[config.mk]
export PLATFORM = sky130hd
export DESIGN_NAME = fp32_divider_iter
export DESIGN_NICKNAME = d
export VERILOG_FILES = /design/src/rtl/fp32_divider_iter.sv
export SDC_FILE = /design/constraint.sdc
export NUM_CORES = 1
export LEC_CHECK = 0
export ABC_AREA = 1
export CAP_MARGIN = 20
export CORE_UTILIZATION = 55
export DETAILED_ROUTE_END_ITERATION = 12
export GPL_ROUTABILITY_DRIVEN = 0
export PLACE_DENSITY_LB_ADDON = 0.15
export SLEW_MARGIN = 20
export SYNTH_ARGS = -nofsm -noshare
export SYNTH_HDL_FRONTEND = slang
export SYNTH_SLANG_ARGS = --single-unit
[constraint.sdc]
create_clock -name clk -period 6.34 [get_ports clk]
set_clock_uncertainty 0.05 [all_clocks]
set_input_delay 1.268 -clock clk [delete_from_list [all_inputs] [get_ports clk]]
set_output_delay 1.268 -clock clk [all_outputs]
set_load 0.005 [all_outputs]
[src/rtl/fp32_divider_iter.sv]
// Iterative fp32 divider: radix-2 restoring mantissa divide, one quotient bit per clock.
// Define FPDIV_ROUND_EN for round-to-nearest-even; otherwise the quotient is truncated.
//
// state  | meaning
// IDLE   | ready, waiting for i_vld
// UNPACK | split and classify operands; specials jump straight to OUT
// DIV    | QBITS restoring-divide iterations
// NORM   | normalise, round, range-check exponent
// OUT    | publish result and flags, pulse o_res_vld
module fp32_divider_iter #(
  parameter int          QBITS = 26,
  parameter logic [31:0] QNAN  = 32'h7FC00000
) (
  input  logic        clk,
  input  logic        rst,
  input  logic [31:0] i_a,
  input  logic [31:0] i_b,
  input  logic        i_vld,
  output logic        o_rdy,
  output logic [31:0] o_res,
  output logic        o_res_vld,
  output logic        overflow,
  output logic        o_dz
);

  localparam int CNT_W = $clog2(QBITS);

  typedef enum logic [2:0] {IDLE, UNPACK, DIV, NORM, OUT} state_t;

  state_t             state;
  logic [31:0]        a_q, b_q;
  logic               sign_q;
  logic signed [9:0]  exp_q;
  logic [23:0]        mb_q;
  logic [24:0]        rem_q;
  logic [QBITS-1:0]   quo_q;
  logic [CNT_W-1:0]   cnt_q;
  logic [31:0]        res_pre;
  logic               ovf_pre, dz_pre;

  // operand classification
  logic [7:0]  ea, eb;
  logic [22:0] fa, fb;
  logic        a_nan, b_nan, a_inf, b_inf, a_zero, b_zero, special, sign_ab;
  logic [31:0] spec_res;
  logic        spec_dz;

  always_comb begin
    ea      = a_q[30:23];
    eb      = b_q[30:23];
    fa      = a_q[22:0];
    fb      = b_q[22:0];
    sign_ab = a_q[31] ^ b_q[31];
    a_nan   = (ea == 8'hFF) && (fa != 23'd0);
    b_nan   = (eb == 8'hFF) && (fb != 23'd0);
    a_inf   = (ea == 8'hFF) && (fa == 23'd0);
    b_inf   = (eb == 8'hFF) && (fb == 23'd0);
    a_zero  = (ea == 8'h00);
    b_zero  = (eb == 8'h00);
    special = a_nan | b_nan | a_inf | b_inf | a_zero | b_zero;
    spec_dz = 1'b0;
    if (a_nan || b_nan || (a_inf && b_inf) || (a_zero && b_zero))
      spec_res = QNAN;
    else if (a_inf)
      spec_res = {sign_ab, 8'hFF, 23'd0};
    else if (b_zero) begin
      spec_res = {sign_ab, 8'hFF, 23'd0};
      spec_dz  = 1'b1;
    end else
      spec_res = {sign_ab, 31'd0};
  end

  // one restoring-divide step
  logic [25:0] diff;
  logic        qbit;
  logic [24:0] rem_next;

  always_comb begin
    diff     = {1'b0, rem_q} - {2'b00, mb_q};
    qbit     = ~diff[25];
    rem_next = qbit ? {diff[23:0], 1'b0} : {rem_q[23:0], 1'b0};
  end

  // normalise, round and range-check
  logic [QBITS-1:0]  norm_q;
  logic signed [9:0] exp_n, exp_r;
  logic [23:0]       mant;
  logic [2:0]        grs;
  logic              round_inc;
  logic [24:0]       mant_r;
  logic [31:0]       norm_res;
  logic              norm_ovf;

  always_comb begin
    norm_q = quo_q[QBITS-1] ? quo_q : {quo_q[QBITS-2:0], 1'b0};
    exp_n  = quo_q[QBITS-1] ? exp_q : exp_q - 10'sd1;
    mant   = norm_q[QBITS-1 -: 24];
    grs    = {norm_q[QBITS-25], norm_q[QBITS-26], |rem_q};
`ifdef FPDIV_ROUND_EN
    round_inc = grs[2] & (grs[1] | grs[0] | mant[0]);
`else
    // truncation: guard, round and sticky are dropped
    round_inc = |(grs & 3'b000);
`endif
    mant_r   = {1'b0, mant} + {24'd0, round_inc};
    exp_r    = exp_n + $signed({9'd0, mant_r[24]});
    norm_ovf = 1'b0;
    if (exp_r >= 10'sd255) begin
      norm_res = {sign_q, 8'hFF, 23'd0};
      norm_ovf = 1'b1;
    end else if (exp_r <= 10'sd0)
      norm_res = {sign_q, 31'd0};
    else
      norm_res = {sign_q, exp_r[7:0], mant_r[22:0]};
  end

  always_ff @(posedge clk or negedge rst) begin
    if (!rst) begin
      state     <= IDLE;
      o_rdy     <= 1'b1;
      o_res     <= 32'd0;
      o_res_vld <= 1'b0;
      overflow  <= 1'b0;
      o_dz      <= 1'b0;
      a_q       <= 32'd0;
      b_q       <= 32'd0;
      sign_q    <= 1'b0;
      exp_q     <= 10'sd0;
      mb_q      <= 24'd0;
      rem_q     <= 25'd0;
      quo_q     <= '0;
      cnt_q     <= '0;
      res_pre   <= 32'd0;
      ovf_pre   <= 1'b0;
      dz_pre    <= 1'b0;
    end else begin
      o_res_vld <= 1'b0;
      case (state)
        IDLE: begin
          if (i_vld) begin
            a_q   <= i_a;
            b_q   <= i_b;
            o_rdy <= 1'b0;
            state <= UNPACK;
          end
        end
        UNPACK: begin
          sign_q <= sign_ab;
          if (special) begin
            res_pre <= spec_res;
            ovf_pre <= 1'b0;
            dz_pre  <= spec_dz;
            state   <= OUT;
          end else begin
            exp_q <= $signed({2'b00, ea}) - $signed({2'b00, eb}) + 10'sd127;
            rem_q <= {2'b01, fa};
            mb_q  <= {1'b1, fb};
            quo_q <= '0;
            cnt_q <= CNT_W'(QBITS - 1);
            state <= DIV;
          end
        end
        DIV: begin
          rem_q <= rem_next;
          quo_q <= {quo_q[QBITS-2:0], qbit};
          if (cnt_q == '0)
            state <= NORM;
          else
            cnt_q <= cnt_q - 1'b1;
        end
        NORM: begin
          res_pre <= norm_res;
          ovf_pre <= norm_ovf;
          dz_pre  <= 1'b0;
          state   <= OUT;
        end
        OUT: begin
          o_res     <= res_pre;
          overflow  <= ovf_pre;
          o_dz      <= dz_pre;
          o_res_vld <= 1'b1;
          o_rdy     <= 1'b1;
          state     <= IDLE;
        end
        default: begin
          o_rdy <= 1'b1;
          state <= IDLE;
        end
      endcase
    end
  end

endmodule

# ---- Word level (Yosys, flattened, before mapping)
# Index checks and enable logic that the tools add are counted.
dict set report classes {
  order_cmp 2
  mul 0
  n_mux 32
  n_bitwise 9
  n_addsub 5
  n_eq_ne 11
  shift 0
  reduce_logical 27
  n_div 0
}
# cell count
set op_table {}
lappend op_table {{two-way mux 31 bit} 4}
lappend op_table {{two-way mux 25 bit} 3}
lappend op_table {{two-way mux 32 bit} 2}
lappend op_table {{case mux 32 bit (2 select lines)} 1}
lappend op_table {{case mux 26 bit (2 select lines)} 1}
lappend op_table {{case mux 25 bit (2 select lines)} 1}
lappend op_table {{zero test 23 bit} 2}
lappend op_table {{nonzero test 23 bit} 2}
lappend op_table {{two-way mux 26 bit} 1}
lappend op_table {{subtractor 25 x 24 -> 26 bit} 1}
lappend op_table {{equality test 8 bit (second input constant)} 2}
lappend op_table {{zero test 8 bit} 2}
lappend op_table {{case mux 3 bit (4 select lines)} 1}
lappend op_table {{AND reduction 2 bit} 6}
lappend op_table {{adder 9 x 8 -> 10 bit (second input constant)} 1}
lappend op_table {{>= comparator 10 x 9 -> 1 bit (second input constant)} 1}
lappend op_table {{<= comparator 10 x 1 -> 1 bit (second input constant)} 1}
lappend op_table {{two-way mux 10 bit} 1}
lappend op_table {{two-way mux 5 bit} 2}
lappend op_table {{!= test 2 bit (second input constant)} 5}
lappend op_table {{case mux 5 bit (2 select lines)} 1}
lappend op_table {{subtractor 10 x 2 -> 10 bit (second input constant)} 1}
lappend op_table {{two-way mux 3 bit} 3}
lappend op_table {{subtractor 8 x 8 -> 9 bit} 1}
lappend op_table {{other kinds (16)} 40}
dict set report word_totals {
  register_bits 228
  output_inout_bits 36
  input_bits 67
  latch_bits 0
  memories 0
  wordCells 103
  mem_bits_ro 0
  ram_bits 0
}

# ---- Depth between registers and ports, before layout
# Gate-level depths: netlist (run 1).
dict set report depth {
  depth_word 9
  mapped_depth 16
  mapped_depth_nobuf 15
}

# ---- Worst setup path before layout (run 1)
# Ideal clock, no wire load.
dict set report synth_path {
  kind {input-to-reg}
  start {in i_vld}
  end {reg a_q[10]}
  path_buffers 2
  stages 4
  arrival_time_ns 2.031
  t_required_ns 6.157
  setup_time_ns 0.133
  setup_slack_ns 4.126
  path_cell_list {nand3_1 clkbuf_1 clkbuf_1 a21oi_1}
}
dict set report synth_between {
  elab_chain_cells 1
}
# item line_no
set synth_lines {}
lappend synth_lines {{start, declared} 18} ;# input logic i_vld,
lappend synth_lines {{AND reduction 2 bit (no line)} -}
lappend synth_lines {{end signal, assigned} 141} ;# a_q <= i_a;
lappend synth_lines {{end, declared} 31} ;# logic [31:0] a_q, b_q;
# Every way passes these cells.
# A chain may end at the register's enable or synchronous reset.

# ---- Worst setup path in the final report (run 1)
dict set report layout_path {
  start {in i_vld}
  end {reg a_q[8]}
}
# Same word-level chain as after synthesis.

==> results_dict.tcl, run 1 <==
set metrics [dict create \
    wire_per_inst_um 14.7 \
    total_power_mw 7.94 \
    synth_warnings 0 \
    grt_pass1_vias 9543 \
    cts.sinks 228 \
    pwr-share-clk_pct 16.8 \
    async_reset_ff_share_pct 100 \
    min_period_over_period_pct 46.2 \
    p_leak_nw 6.73 \
    grt_overflow 0 \
    grt_first_pass_wirelength_mm 46.7 \
    grt_max_degree 116 \
    required_ns 6.69 \
    cts_tree "yes" \
    crit_arrival_ns 3.28 \
    drc 0 \
    synth_area_mm2 0.0121 \
    pwr-share-seq_pct 29.3 \
    placed_area_mm2 0.0133 \
    power_frac_comb_pct 53.9 \
    synth-seq-cells 228 \
    yosysSeqAreaShare_pct 47.0 \
    synth_top_family_by_area "simple AND/OR/NAND/NOR gates" \
    cp_max_fo 64 \
    track_usage_pct 25.8 \
    antenna_found_initial 0 \
    fin_area_mm2 0.0140 \
    coreArea_mm2 0.0214 \
    synth_nets 1617 \
    maxCapViolations 0 \
    cts_hold_buf 0 \
    htree_levels 1 \
    cts_buffers 25 \
    power_switching_mw 3.66 \
    post-route-min-period_ns 2.93 \
    postCtsResizedCells 0 \
    syn_to_final_growth_pct 15.6 \
    status "finished clean" \
    tightest_slew_ns 1.02 \
    synth-simple-area-share_pct 22.7 \
    finalSetupTns_ns 0 \
    synth_fa_ha_area_share_pct 4.04 \
    slew_headroom_pct 31.9 \
    synth-edff-count 0 \
    antennaDiodeCount 0 \
    dpl.hpwl_mm 20.0 \
    synth_xor_area_share_pct 1.78 \
    firstDrtPassIters 6 \
    clk_path_buf_depth 3 \
    crit_path_start_kind "input port" \
    max_freq_mhz 341 \
    synthMuxAreaShare_pct 1.58 \
    wl_mm 27.7 \
    drt_iter0_markers 685 \
    vias 10200 \
    die_w_um 151 \
    hold_path.class "reg -> reg" \
    synth_ff_type "dfrtp_1" \
    worstSkewPairLatency_ns 0.52 \
    cts.clk_slew.worst_paths_ns 0.06 \
    initial_core_util_pct 56.8 \
    setup_viol 0 \
    fp-row-count 53 \
    crit_type "in -> reg" \
    ir_drop_mv 0.285 \
    clockRootBuffer "clkbuf_16" \
    holdWs_ns 0.407 \
    dieArea_mm2 0.0227 \
    avgSynthCellArea_um2 8.03 \
    fp.dieH_um 151 \
    rsz0062_at_grt "false" \
    drv_slew 0 \
    postRouteAntennaNets 0 \
    io_pins 103 \
    fin_nets 1698 \
    critPathCaptureType "flip-flop" \
    post-cts-setup-buffer-count 0 \
    via_per_inst 5.41 \
    powerDensity_mw_per_mm2 566 \
    drive_above_1_share_pct 6.67 \
    io_buffers 102 \
    sw_frac_of_total_pct 46.0 \
    synth-compound-area-share_pct 12.8 \
    hold_viol 0 \
    ys_types 49 \
    fin_util_pct 65.7 \
    netlist_instances 1512 \
    p_int_mw 4.29 \
]
-- power groups by stage --
stage               Clock [mW]  Combinational [mW]  Sequential, mW
floorplan                    0                3.32            2.25
global placement             0                4.13            2.32
detailed placement           0                4.23            2.34
CTS                       1.36                4.26            2.32
global route              1.43                4.85            2.38
finish                    1.34                4.28            2.33
-- per-layer routing --
layer  wire, um  vias up  track usage (%)
li1           -     5080                -
met1      12800     4732             36.7
met2      12600      302             41.1
met3       1580       52             3.39
met4        741        0             7.42
met5          0        -                0
-- logic make-up after synthesis --
family / Yosys count
xor gates and xnor gates: 23
DFF: 228
adders and majority gates: 38
AOI/OAI and AO/OA: 289
and+or+nand+nor: 613
muxes: 17
buffers and inverters: 304
-- worst max-delay path: stages --
cell             delay, ns
clkdlybuf4s50_1       0.50
nand3_4               0.50
buf_4                 0.59
mux2_2                0.40
-- worst paths after layout --
check / start / to / slack (ns) / cells after the start
worst max-delay path: i_vld / a_q[8] / 3.41 / 4
worst min-delay path: mb_q[23] / mb_q[23] / 0.41 / 2
worst min register to register: mb_q[23] / mb_q[23] / 0.41 / 2
min in group asynchronous: rst / o_res[6] / 0.74 / 1
worst max register to register: state[1] / rem_q[3] / 3.51 / 7
max in group asynchronous: rst / mb_q[8] / 4.17 / 2
-- registers in the layout, summed over array words and instances, names as in the netlist --
| register | flops |
|---|---|
| o_rdy | 1 |
| quo_q | 26 |
| res_pre | 32 |
| rem_q | 25 |
| cnt_q | 5 |
| ovf_pre | 1 |
| o_res | 32 |
| o_res_vld | 1 |
| exp_q | 10 |
| a_q | 32 |
| b_q | 32 |
| o_dz | 1 |
| dz_pre | 1 |
| sign_q | 1 |
| mb_q | 24 |
| overflow | 1 |
| state | 3 |
-- layout by cell type (no fill, tap or decap), types with 8 or more instances in the layout --
cell,n
xor2_1,14
dfrtp_1,227
nand2_1,287
mux2_2,17
buf_4,9
nand4_1,51
nand2_2,12
nor2_1,111
clkdlybuf4s50_1,101
o22ai_1,27
nor3_1,8
clkbuf_16,25
inv_1,238
nand3b_1,9
nand3_1,107
a21oi_1,94
o21ai_1,31
ha_1,36
o21ai_0,118
-- cells in the mapped netlist, types with 2 or more instances --
cell type  count  area share, %
nor3_1         8           0.33
o21bai_1       2           0.12
buf_6          7           0.65
xnor2_1        7           0.51
fa_1           2           0.33
a21oi_1       94            3.9
a22oi_1        2           0.12
inv_1        238            7.4
buf_1          5           0.15
nand2_2       12           0.62
o21ai_1       31            1.3
nand2_1      287            8.9
nor2_4         4           0.37
or2_2          3           0.15
nand2_4        2           0.19
or2_1          3           0.15
nand3_2        3           0.25
xor2_1        14            1.0
o21ai_0      118            4.9
nor2_1       111            3.4
ha_1          36            3.7
o22ai_1       27            1.4
nand4_1       51            2.6
a21oi_2        2           0.14
inv_2          7           0.22
buf_2         16           0.66
a21o_1         4           0.25
clkbuf_1      26           0.80
o211ai_2       2           0.21
nor4_1         3           0.15
nor2_2         6           0.31
dfrtp_1      227             47
a31oi_1        2           0.10
mux2_2        17            1.6
nand3b_1       9           0.56
nand3_1      108            4.5
buf_4          4           0.25
-- cell type report --
class / instances / area, um^2
timing repair buffer: 112 / 1100
inverter: 246 / 923
multi-input combinational: 980 / 5220
sequential: 228 / 5710
clock buffer: 35 / 693
tap: 275 / 344
clock inverter: 3 / 42.5
fill: 1779 / 7320
-- stage by stage --
stage / instances / setup slack, ns
2_1_floorplan: 1512 / 4.13
3_3_place_gp: 1840 / 2.90
6_report: 1879 / 3.41
3_5_place_dp: 1840 / 2.88
5_1_grt: 1879 / 3.21
4_1_cts: 1878 / 3.40
Power figures use the tool's default switching activity.
==> run 2: changes to the inputs <==
--- a/config.mk
+++ b/config.mk
@@ -7,7 +7,7 @@
 export LEC_CHECK = 0
 export ABC_AREA = 1
 export CAP_MARGIN = 20
-export CORE_UTILIZATION = 55
+export CORE_UTILIZATION = 53
 export DETAILED_ROUTE_END_ITERATION = 12
 export GPL_ROUTABILITY_DRIVEN = 0
 export PLACE_DENSITY_LB_ADDON = 0.15
==> constraint.sdc (replaced) <==
create_clock -name clk -period 2.52 [get_ports clk]
set_clock_uncertainty 0.05 [all_clocks]
set_input_delay 0.504 -clock clk [delete_from_list [all_inputs] [get_ports clk]]
set_output_delay 0.504 -clock clk [all_outputs]
set_load 0.005 [all_outputs]
==> results_dict.tcl, run 2 (synthesis results as in run 1) <==
set metrics [dict create \
    status "finished clean" \
    postRouteAntennaNets 0 \
    rrSetupSlack_ns 0.19 \
    cp-startpoint "b_q[23]" \
    p_int_mw 11.4 \
    sw_frac_of_total_pct 45.3 \
    io_buffers 102 \
    grt_first_pass_wirelength_mm 47.7 \
    track_usage_pct 24.9 \
    rsz0062_at_grt "false" \
    grt_max_degree 100 \
    dp_cells 1869 \
    vias 10200 \
    fin_nets 1717 \
    cts.sinks 228 \
    fill_cells 2006 \
    dpl.hpwl_mm 20.7 \
    via_per_inst 5.32 \
    antenna_found_initial 1 \
    cts.clk_slew.worst_paths_ns 0.06 \
    dieArea_mm2 0.0235 \
    worstSkewPairLatency_ns 0.54 \
    cts_tree "yes" \
    crit_type "reg -> reg" \
    rr_endpoint "quo_q[10]" \
    layout_commonest_cell "nand2_1" \
    finalSetupTns_ns 0 \
    fin_util_pct 63.9 \
    multi_input_area_mm2 0.00523 \
    hp-start "mb_q[23]" \
    power_frac_comb_pct 53.8 \
    drv_slew 0 \
    critPathCapture "quo_q[10]" \
    io_pins 103 \
    holdWs_ns 0.407 \
    cts_buffers 25 \
    required_ns 2.86 \
    initial_core_util_pct 53.8 \
    drt_iter0_markers 626 \
    grt_overflow 0 \
    crit_path_start_kind "flip-flop" \
    ir_drop_mv 0.740 \
    pwr-share-seq_pct 28.0 \
    stdcell_count 1917 \
    hold_path.class "reg -> reg" \
    r2r_start "b_q[23]" \
    firstDrtPassIters 6 \
    power_switching_mw 9.44 \
    drive_above_1_share_pct 8.65 \
    slew_headroom_pct 59.9 \
    setup_viol 0 \
    coreArea_mm2 0.0226 \
    seq_area_mm2 0.00571 \
    final_cell_mix "287 x nand2_1, 238 x inv_1, 227 x dfrtp_1" \
    maxCapViolations 0 \
    min_period_over_period_pct 92.5 \
    htree_levels 1 \
    clockRootBuffer "clkbuf_16" \
    wl_mm 28.5 \
    tightest_slew_ns 0.599 \
    fp.dieH_um 153 \
    powerDensity_mw_per_mm2 1440 \
    hold_viol 0 \
    drc 0 \
    p_leak_nw 6.93 \
    clk_path_buf_depth 3 \
    crit_arrival_ns 2.67 \
    reg2regPathDepth 11 \
    post-cts-setup-buffer-count 0 \
    die_w_um 153 \
    grt_pass1_vias 9798 \
    post-route-min-period_ns 2.33 \
    total_power_mw 20.8 \
    cp_max_fo 27 \
    pwr-share-clk_pct 18.2 \
    max_freq_mhz 429 \
    wire_per_inst_um 14.9 \
    critPathCaptureType "flip-flop" \
    fp-row-count 55 \
    syn_to_final_growth_pct 18.8 \
]
-- run 2: changes by cell type in the layout (fill, tap and decap cells not counted), sizes merged --
cell,before,now
diode,0,1
bufinv,1,2
clkinv,2,8
dlygate4sd3,0,1
inv,245,246
buf,11,29
-- run 2: layout make-up --
type	count	area share, %
sequential	228	39.6
inverter	246	6.40
timing repair buffer	131	9.25
clock buffer	35	5.15
antenna	1	0.0174
clock inverter	11	0.824
tap	285	2.47
multi-input combinational	980	36.3
-- run 2: timing repair --
item	CTS	global route
endpoints found under the hold margin	65	0
resized for setup	0	3
hold buffers	1	0
setup endpoints to repair	0	4
-- run 2: routing by layer --
layer / part of all wire (%) / global-route usage, %
met1: 45 / 33.6
met2: 47 / 41.4
met3: 4.9 / 3.23
met5: 0 / 0
met4: 3.1 / 9.29
-- run 2: how the worst min path moves through the flow --
stage	endpoint	cells past startpoint
4_1_cts	mb_q[23]	2
3_5_place_dp	mb_q[23]	2
5_1_grt	mb_q[23]	2
3_3_place_gp	mb_q[23]	2
2_1_floorplan	a_q[0]	0
6_report	mb_q[23]	2
-- run 2: critical path: stages (launching register included) --
cell,delay [ns]
dfrtp_1,0.39
inv_1,0.07
nand4_1,0.09
nor2_1,0.06
buf_4,0.14
inv_2,0.07
nand4_2,0.14
nor2_4,0.17
inv_2,0.05
nand2_1,0.44
buf_4,0.40
o22ai_1,0.12
-- run 2: power by group through the flow --
stage               Sequential [mW]  Clock, mW  Combinational, mW
floorplan                      5.65          0               8.36
global placement               5.83          0               10.8
detailed placement             5.87          0               11.0
CTS                            5.82       3.84               11.1
global route                   5.99       4.00               12.6
finish                         5.83       3.79               11.2
-- run 2: metrics by stage --
step | instance area, um^2 | setup WS [ns]
2_1_floorplan | 12100 | 0.423
3_3_place_gp | 13500 | 0.314
3_5_place_dp | 13500 | 0.229
4_1_cts | 14400 | 0.207
5_1_grt | 14400 | 0.0287
6_report | 14400 | 0.189
==> run 3: changes to the inputs <==
--- a/config.mk
+++ b/config.mk
@@ -7,7 +7,9 @@
 export LEC_CHECK = 0
 export ABC_AREA = 1
 export CAP_MARGIN = 20
-export CORE_UTILIZATION = 53
+export CORE_UTILIZATION = 55
+export CTS_BUF_LIST = sky130_fd_sc_hd__clkbuf_4
+export CTS_CLUSTER_SIZE = 30
 export DETAILED_ROUTE_END_ITERATION = 12
 export GPL_ROUTABILITY_DRIVEN = 0
 export PLACE_DENSITY_LB_ADDON = 0.15
==> constraint.sdc (replaced) <==
create_clock -name clk -period 2.52 [get_ports clk]
set_clock_uncertainty 0.05 [all_clocks]
set_input_delay 0.504 -clock clk [delete_from_list [all_inputs] [get_ports clk]]
set_output_delay 0.504 -clock clk [all_outputs]
set_load 0.1 [all_outputs]
==> results_dict.tcl, run 3 (synthesis results as in run 1) <==
set metrics [dict create \
    drv_slew 0 \
    crit_type "reg -> reg" \
    critPathCaptureType "flip-flop" \
    vias 10300 \
    post-cts-setup-buffer-count 0 \
    firstDrtPassIters 5 \
    path_common_cell "nand2_1" \
    layout_commonest_cell "nand2_1" \
    crit_arrival_ns 2.88 \
    htree_levels 2 \
    status "finished clean" \
    fp-row-count 53 \
    cts_buffers 58 \
    syn_to_final_growth_pct 16.7 \
    tightest_slew_ns 0.527 \
    wire_per_inst_um 14.4 \
    grt_pass1_vias 9866 \
    grt_overflow 0 \
    drc 0 \
    p_leak_nw 6.98 \
    track_usage_pct 26.3 \
    setup_viol 0 \
    clk_path_buf_depth 3 \
    powerDensity_mw_per_mm2 1470 \
    slowest_delay_ns 0.40 \
    drive_above_1_share_pct 13.0 \
    fp.dieH_um 151 \
    min_period_over_period_pct 91.4 \
    fin_util_pct 66.4 \
    hold_path.class "in -> async" \
    crit_path_start_kind "flip-flop" \
    slowest_stage "fa_1" \
    postRouteAntennaNets 0 \
    initial_core_util_pct 56.8 \
    finalSetupTns_ns 0 \
    io_buffers 102 \
    maxCapViolations 0 \
    antenna_found_initial 1 \
    required_ns 3.09 \
    coreArea_mm2 0.0214 \
    cts_tree "yes" \
    ir_drop_mv 0.659 \
    drt_iter0_markers 725 \
    die_w_um 151 \
    via_per_inst 5.27 \
    grt_first_pass_wirelength_mm 47.2 \
    cp_cell_sequence "ha_1, fa_1, nand3b_1, nand2_1, nand2_1, nand2_1, nand2_1, nand2_1, nand2_1, nand2_1, nand2_1, nand3_1, nand2_1, a21oi_1" \
    rsz0062_at_grt "false" \
    clockRootBuffer "clkbuf_4" \
    worstSkewPairLatency_ns 0.72 \
    dieArea_mm2 0.0227 \
    post-route-min-period_ns 2.30 \
    cp_max_fo 4 \
    cts.sinks 228 \
    wl_mm 28.2 \
    dpl.hpwl_mm 20.3 \
    slew_headroom_pct 64.8 \
    hold_viol 0 \
    max_freq_mhz 434 \
    io_pins 103 \
    critical-path-top-delay-family "simple AND/OR/NAND/NOR gates" \
    fin_nets 1749 \
    grt_max_degree 72 \
    cts.clk_slew.worst_paths_ns 0.07 \
    final_cell_mix "287 x nand2_1, 238 x inv_1, 227 x dfrtp_1" \
    critPathBufInv 0 \
]
==> run 3: cell count changes in the layout (fill, tap and decap cells not counted), moves of 2 or more <==
cell / before / now
buf_12: 7 / 5
buf_4: 21 / 58
clkbuf_1: 2 / 0
clkbuf_16: 25 / 0
clkbuf_4: 0 / 81
clkbuf_8: 8 / 0
clkdlybuf4s50_1: 101 / 65
clkinv_1: 1 / 17
clkinv_2: 5 / 2
clkinv_4: 2 / 0
==> run 3: path summary, 6_finish.rpt <==
kind	cells after the start	end	from	slack [ns]
worst max-delay path	14	rem_q[19]	mb_q[0]	0.22
worst min-delay path	2	quo_q[0]	rst	0.22
worst max register to register	14	rem_q[19]	mb_q[0]	0.22
worst min register to register	2	mb_q[7]	b_q[7]	0.43
max in group asynchronous	3	res_pre[0]	rst	1.43
min in group clk	3	b_q[10]	i_b[10]	0.32
==> run 3: routing by layer <==
| layer | routed length (um) | global-route usage [%] | vias up |
|---|---|---|---|
| met5 | 0 | 0 | - |
| met4 | 607 | 9.70 | 0 |
| met3 | 1670 | 4.61 | 47 |
| met2 | 12900 | 42.9 | 304 |
| met1 | 13000 | 35.0 | 4780 |
| li1 | - | - | 5213 |
==> run 3: repair_timing <==
item,in CTS,in global routing
hold endpoints to repair,54,0
setup endpoints to repair,0,2
resized for setup,0,3
hold buffers,1,0
==> run 3: metrics by stage <==
stage,setup slack [ns],cell area (um^2),total power [mW],instances,hold WS [ns]
after floorplan,0.423,12100,14.8,1512,0.158
after global placement,0.294,13400,17.2,1858,0.364
after detailed placement,0.245,13400,17.5,1858,0.365
after CTS,0.226,14200,20.8,1962,0.184
after global routing,0.00697,14200,22.8,1963,0.219
final,0.216,14200,20.9,1963,0.220
==> run 3: final cells by class <==
cell class              instances  area, um^2
well taps                     275         344
diodes                          1        2.50
inverters                     246         923
repair buffers                130        1210
flip-flops and latches        228        5710
fillers                      1869        7180
clock inverters                22         145
clock buffers                  81         608
multi-input cells             980        5230
==> run 3: worst register-to-register path: stages, from the launching register on <==
cell and delay, ns:
dfrtp_1 0.39, ha_1 0.23, fa_1 0.40, nand3b_1 0.17
nand2_1 0.15, nand2_1 0.07, nand2_1 0.12, nand2_1 0.07
nand2_1 0.11, nand2_1 0.11, nand2_1 0.08, nand2_1 0.05
nand3_1 0.06, nand2_1 0.05, a21oi_1 0.11
==> run 3: report_power, final <==
group / switching (mW) / internal [mW] / total [mW]
combinational: 7.83 / 3.99 / 11.8
sequential: 0.811 / 5.02 / 5.83
clock: 1.53 / 1.69 / 3.22
